[src/rtl/kbd_key_fifo.sv]
// Keyboard key FIFO: handshakes scancodes from a PS/2 decoder, filters them, queues presses.
// Latency: a push is visible on count/empty/dout one cycle after the capture edge; read pulses then too.
// Backpressure: none toward the decoder; presses arriving while full are dropped and flag overflow.
module kbd_key_fifo #(
    parameter int DEPTH = 16,
    parameter int AW    = 4
) (
    input  logic          clk,
    input  logic          rst_n,
    input  logic [7:0]    scancode,
    input  logic          data_ready,
    input  logic          released,
    input  logic          err_ind,
    output logic          read,
    input  logic          rd_en,
    output logic [7:0]    dout,
    output logic          empty,
    output logic          full,
    output logic [AW:0]   count,
    output logic          overflow,
    input  logic          clr_ovf,
    output logic [7:0]    err_cnt
);

    localparam logic [1:0]  ST_IDLE  = 2'd0;
    localparam logic [1:0]  ST_ACK   = 2'd1;
    localparam logic [1:0]  ST_WAIT  = 2'd2;
    localparam logic [AW:0] LP_DEPTH = (AW+1)'(DEPTH);

    logic [1:0]    r_state;
    logic [1:0]    w_state_nxt;
    logic          r_read;
    logic [7:0]    r_last_code;
    logic [7:0]    r_mem [DEPTH];
    logic [AW-1:0] r_wr_ptr;
    logic [AW-1:0] r_rd_ptr;
    logic [AW:0]   r_count;
    logic          r_overflow;
    logic [7:0]    r_err_cnt;

    logic          w_capture;
    logic          w_push_req;
    logic          w_pop;
    logic          w_wr;
    logic          w_drop;
    logic          w_empty;
    logic          w_full;

    // Capture only from IDLE so a decoder event still held high in WAIT is not taken twice.
    assign w_capture  = (r_state == ST_IDLE) && data_ready;
    // A press qualifies for the queue when clean, a make code, mapped, and not a typematic repeat.
    assign w_push_req = w_capture && !err_ind && !released &&
                        (scancode != 8'h00) && (scancode != r_last_code);
    assign w_empty    = (r_count == '0);
    assign w_full     = (r_count == LP_DEPTH);
    assign w_pop      = rd_en && !w_empty;
    // When full, the slot being popped is the one being written, so push+pop is safe.
    assign w_wr       = w_push_req && (!w_full || w_pop);
    assign w_drop     = w_push_req && w_full && !w_pop;

    assign read       = r_read;
    assign dout       = r_mem[r_rd_ptr];
    assign empty      = w_empty;
    assign full       = w_full;
    assign count      = r_count;
    assign overflow   = r_overflow;
    assign err_cnt    = r_err_cnt;

    // Decoder handshake next-state: one ack cycle, then wait for data_ready to drop.
    always_comb begin
        w_state_nxt = r_state;
        case (r_state)
            ST_IDLE: if (data_ready) w_state_nxt = ST_ACK;
            ST_ACK:  w_state_nxt = ST_WAIT;
            ST_WAIT: if (!data_ready) w_state_nxt = ST_IDLE;
            default: w_state_nxt = ST_IDLE;
        endcase
    end

    // Handshake state and the registered read acknowledge (high exactly while in ACK).
    always_ff @(posedge clk or negedge rst_n) begin
        if (!rst_n) begin
            r_state <= ST_IDLE;
            r_read  <= 1'b0;
        end else begin
            r_state <= w_state_nxt;
            r_read  <= w_capture;
        end
    end

    // Classification side effects: last_code tracking and saturating error count.
    always_ff @(posedge clk or negedge rst_n) begin
        if (!rst_n) begin
            r_last_code <= 8'h00;
            r_err_cnt   <= 8'h00;
        end else if (w_capture) begin
            if (err_ind) begin
                if (r_err_cnt != 8'hFF) r_err_cnt <= r_err_cnt + 8'd1;
            end else if (released) begin
                r_last_code <= 8'h00;
            end else if (w_push_req) begin
                // Updated even when the push is dropped for lack of space.
                r_last_code <= scancode;
            end
        end
    end

    // Queue storage; contents need no reset since count gates visibility.
    always_ff @(posedge clk) begin
        if (w_wr) r_mem[r_wr_ptr] <= scancode;
    end

    // Pointers wrap naturally at AW bits; count is kept separately to tell full from empty.
    always_ff @(posedge clk or negedge rst_n) begin
        if (!rst_n) begin
            r_wr_ptr <= '0;
            r_rd_ptr <= '0;
            r_count  <= '0;
        end else begin
            if (w_wr)  r_wr_ptr <= r_wr_ptr + AW'(1);
            if (w_pop) r_rd_ptr <= r_rd_ptr + AW'(1);
            case ({w_wr, w_pop})
                2'b10:   r_count <= r_count + (AW+1)'(1);
                2'b01:   r_count <= r_count - (AW+1)'(1);
                default: r_count <= r_count;
            endcase
        end
    end

    // Sticky overflow; a drop in the same cycle as a clear keeps it set.
    always_ff @(posedge clk or negedge rst_n) begin
        if (!rst_n) begin
            r_overflow <= 1'b0;
        end else if (w_drop) begin
            r_overflow <= 1'b1;
        end else if (clr_ovf) begin
            r_overflow <= 1'b0;
        end
    end

endmodule

[config.mk]
export PLATFORM = sky130hd
export DESIGN_NAME = kbd_key_fifo
export DESIGN_NICKNAME = d
export VERILOG_FILES = /design/src/rtl/kbd_key_fifo.sv
export SDC_FILE = /design/constraint.sdc
export NUM_CORES = 1
export LEC_CHECK = 0
export CORE_MARGIN = 2
export CORE_UTILIZATION = 40
export CTS_BUF_LIST = sky130_fd_sc_hd__clkbuf_4 sky130_fd_sc_hd__clkbuf_8
export CTS_CLUSTER_SIZE = 12
export DETAILED_ROUTE_END_ITERATION = 7
export GPL_TIMING_DRIVEN = 1
export SKIP_CTS_REPAIR_TIMING = 1
export SLEW_MARGIN = 20
export SYNTH_ARGS = -nofsm -noshare
export SYNTH_HDL_FRONTEND = slang
export SYNTH_SLANG_ARGS = --single-unit
[constraint.sdc]
create_clock -name clk -period 3.9 [get_ports clk]
set_input_delay 0.39 -clock clk [delete_from_list [all_inputs] [get_ports clk]]
set_output_delay 0.39 -clock clk [all_outputs]
set_load 0.05 [all_outputs]
* Yosys cells after proc, flatten, opt, wreduce, memory -nomap -nowiden
Memories as Yosys holds them, arrays and structs flattened.
Cells that the tools add are included.
** Storage, ports and cells
- Flip-flop bits (word level) :: 33
- Bits in writable memories :: 128
- Input port bits :: 15
- Output and inout port bits :: 25
- Word-level logic and storage cells :: 58
- Memories kept :: 1
** Memory list
- r_mem :: words 16, width 8, rd ports 1, clocked after memory_dff 0, write ports 1, line 34 : logic [7:0] r_mem [DEPTH];
** Cells by class
- Add/sub/neg operators :: 5
- Equality and inequality tests :: 9
- Multiplexer cells :: 10
- Bitwise logic cells :: 1
- Reduce and logical (&&, ||, !) cells :: 24
** Operator list (number)
- $mux W8 :: 2
- $pmux W5 S2 :: 1
- $logic_and A1 B1 Y1 :: 9
- $add A4 B1 Y4 const B :: 2
- $add A8 B1 Y8 const B :: 1
- $ne A8 B8 Y1 :: 1
- $ne A8 B8 Y1 const B :: 1
- $reduce_bool A8 Y1 :: 1
- $pmux W2 S3 :: 1
- $reduce_and A3 Y1 :: 2
- $reduce_bool A2 Y1 :: 3
- $add A5 B1 Y5 const B :: 1
- $eq A5 B5 Y1 const B :: 1
- $logic_not A1 Y1 :: 5
- $logic_not A5 Y1 :: 1
- $sub A5 B1 Y5 const B :: 1
- $eq A2 B1 Y1 const B :: 2
- $eq A2 B2 Y1 const B :: 2
- $mux W1 :: 4
- $mux W2 :: 2
- $ne A2 B2 Y1 const B :: 2
- $logic_not A2 Y1 :: 1
- $reduce_and A2 Y1 :: 1
- $logic_or A1 B1 Y1 :: 1
- $not A1 Y1 :: 1

* Longest topological paths before layout
- Depth in word-level cells :: 9
- Depth in mapped cells :: 12
- Gate-level depth less buffers :: 10

* Least setup slack after synthesis
OpenSTA, ideal clock, no wires.
- Kind :: flip-flop to flip-flop
- Start :: register r_count[0], in the netlist count[0]
- End :: register r_count[4], in the netlist count[4]
- Setup time :: 0.144 ns
- Data arrival time :: 2.731 ns
- Data required time :: 3.756 ns
- Setup slack :: 1.025 ns
- Stages on the path, launching flop included :: 10
- Path buffers :: 0
- Clock period less this slack :: 2.875 ns
- Cells stage by stage :: dfrtp_1 -> or4_4 -> o21ai_0 -> nor2_1 -> fa_1 -> a21o_1 -> a21oi_1 -> and2_1 -> mux2i_1 -> xnor2_1
** On the way
- Longest elaborated chain between the ends :: 7
- Elaborated cells between the ends (all ways) :: 13
- Classes of those cells :: 2 x add/sub; 3 x eq/ne; 1 x mux; 7 x reduce/logical
** Ends and longest elaborated chain
- start, declared :: line 37 : logic [AW:0] r_count;
- start signal, assigned :: line 123 : 2'b10: r_count <= r_count + (AW+1)'(1);
- start signal, assigned :: line 124 : 2'b01: r_count <= r_count - (AW+1)'(1);
- start signal, assigned :: line 125 : default: r_count <= r_count;
- $logic_not A5 Y1 :: line 54 : assign w_empty = (r_count == '0);
- $logic_not A1 Y1 :: line 56 : assign w_pop = rd_en && !w_empty;
- $logic_and A1 B1 Y1 :: line 56
- $logic_or A1 B1 Y1 :: line 58 : assign w_wr = w_push_req && (!w_full || w_pop);
- $logic_and A1 B1 Y1 :: line 58
- $eq A2 B1 Y1 or $eq A2 B2 Y1 (tied branches) :: line 122 : case ({w_wr, w_pop})
- $pmux W5 S2 or $reduce_bool A2 Y1 (tied branches)
Several ways; a longest one is shown, not always the timed one.
A chain may end at the register's enable or synchronous reset.

* Worst setup path in the final report
- Start :: register r_rd_ptr[0]
- End :: output port dout[2]
** On the way
- Longest elaborated chain between the ends :: 1
** Ends and longest elaborated chain
- start, declared :: line 36 : logic [AW-1:0] r_rd_ptr;
- start signal, assigned :: line 121 : if (w_pop) r_rd_ptr <= r_rd_ptr + AW'(1);
- $mem_v2 Z16 W8
- end, declared :: line 16 : output logic [7:0] dout,
Every way passes these cells.

==> metrics <==
hold crit path type input pin to async pin; initial core utilization 41.2%; post-synthesis sequential area ratio 70.8%; via count 3,298; Final Wtd Congestion 0.782; status finished clean; Iteration-0 DRC Markers 241; CP startpoint r_rd_ptr[0]; synthesis warning total 0; Placeable Area 16,000 um2; CP top delay family multiplexers; clock buffer count from CTS 17; worst-path maximum fanout 35; synthesis-to-finish area growth 17.7%; CP bufs+invs 2; RR Endpoint count[4]; Worst path depth 4; ANT nets after route 0; Top FF cell, synth edfxtp_1; fin util 48.5%; Setup crit end kind output port; first-pass GRT wire length 20,700 um; row cnt 46; Cells after Synth 338; number of synthesized flops with an enable pin 128; CTS tree built; Final Setup Violations 0; die height 132 um; Max VDD drop 0.372 mV; total global-route track usage 16.4%; number of port buffers 39; clk sink count 161; Worst EP arrival 2930 ps; Reg-to-Reg Start count[0]; Max Cap Violations 0; Synth async-reset ratio 20.5%; worst reg-to-reg setup slack 940 ps; CP startpoint kind register; io pins 40; crit path to dout[2]; most frequent cell after synthesis edfxtp_1; R2R depth 9; Worst path most repeated cell mux4_2; Syn Area/Cell 19.5 um2; worst path required time 3510 ps; largest net degree at the start of global routing 36; Wirelength per Cell 21.5 um; 1st-pass router iterations 4; post-layout min period 3320 ps; FMAX 0.302 GHz; Area contributors post-synth edfxtp_1 (58%), mux4_2 (14%), dfrtp_1 (13%); die area 17,500 um2; Final Hold Violating Endpoints 0; Power Total 5.49 mW; number of global-route vias before repair 3,404; Skew-Pair Late Insertion Delay 450 ps; clock slew at reported path FFs 80 ps; Synth area leader edfxtp_1; clock buffer depth 2; CP peak stage delay 730 ps; post-detail-place hpwl 8760 um; Slew headroom 50.4%; final non-filler cell area 7760 um2; Worst Skew 17.0 ps; Hold WS 350 ps; post-placement setup slack 684 ps; placed cell area 7360 um2; Final Slew Violations 0; Worst Tran Pin Value 743 ps; total congestion overflow 0; Mapped Area 6600 um2; list of most frequent post-synthesis cells edfxtp_1 (128), mux4_2 (40), dfrtp_1 (33); number of remaining DRC errors 0; Nets 428; fillcell total 1,394; placed instance count 600; Post-Syn Nets 363; RSZ-0062 raised after global routing false; DR vias/cell 5.22; PD cells 707 nW/um2; FF+latch count, synth 161; non-filler cells, final 632; Setup TNS 0 ps; layout cells sized above 1 23.3%; setup slack after layout 584 ps; initial antenna violation count 0; Leak 2.65 nW; root buffer cell clkbuf_8; DRT Wirelength 13,600 um; Synth top area share 58.3%; Ant. Diodes 0; synth unique cells 40; Period Utilization, post-route 85.0%; Worst Path Class, Setup register to output port; Crit-path slowest cell clkdlybuf4s50_1; die width 132 um; crit-path cells buf_12 > mux4_2 > mux4_2 > clkdlybuf4s50_1; # H-tree levels 4
## area by class of cell
type	count	area [um2]	share of cell area [%]
Timing Repair Buffer	58	546	7.03
Sequential cell	161	4670	60.2
Clock inverter	14	163	2.09
Multi-Input combinational cell	158	1850	23.8
Tap cell	216	270	3.48
Inverter	7	26.3	0.338
Clock buffer	18	241	3.11
## cell families (layout without fill, tap and decap cells)
logic type,count (synthesis),in the layout,share of synthesized area (%)
AOI/OAI and AO/OA,21,21,2.31
and+or+nand+nor,55,55,5.37
xor gates and xnor gates,25,25,3.32
adders and majority gates,10,10,2.01
muxes,47,47,15.0
DFF,161,161,70.8
buffers and inverters,19,97,1.18
## state kept, by name, summed over array words and instances, names as in the netlist
name / count
overflow: 1
r_last_code: 8
err_cnt: 8
r_mem: 128
count: 5
r_wr_ptr: 4
r_rd_ptr: 4
read: 1
r_state: 2
## power breakdown
group          switching (mW)  internal [mW]  leakage, nW
clock network           0.601          0.636        0.193
registers               0.220           2.02         1.56
logic                    1.09          0.919        0.897
## how the worst min path moves through the flow
stage | from | end | slack, ps | cells past startpoint
2_1_floorplan | rst_n | count[0] | 90 | 0
3_3_place_gp | r_state[0] | r_state[0] | 460 | 1
3_5_place_dp | r_state[0] | r_state[0] | 470 | 1
4_1_cts | rst_n | r_wr_ptr[2] | 350 | 2
5_1_grt | rst_n | count[0] | 340 | 2
6_report | rst_n | r_rd_ptr[0] | 350 | 2
## routing by layer
layer | routed length, um | track usage [%] | vias up
li1 | - | - | 1487
met1 | 6080 | 21.9 | 1737
met2 | 6760 | 26.4 | 61
met3 | 646 | 4.61 | 13
met4 | 120 | 4.66 | 0
met5 | 0 | 0 | -
## layout by cell type (no fill, tap or decap), drive strengths merged, types with 8 or more instances in the layout
master / instances
a22o: 8
and2: 17
buf: 19
clkbuf: 18
clkdlybuf4s50: 39
dfrtp: 33
edfxtp: 128
ha: 9
inv: 9
mux4: 40
nand2: 10
xnor2: 22
Note: power is estimated with default switching activity, not from simulation.
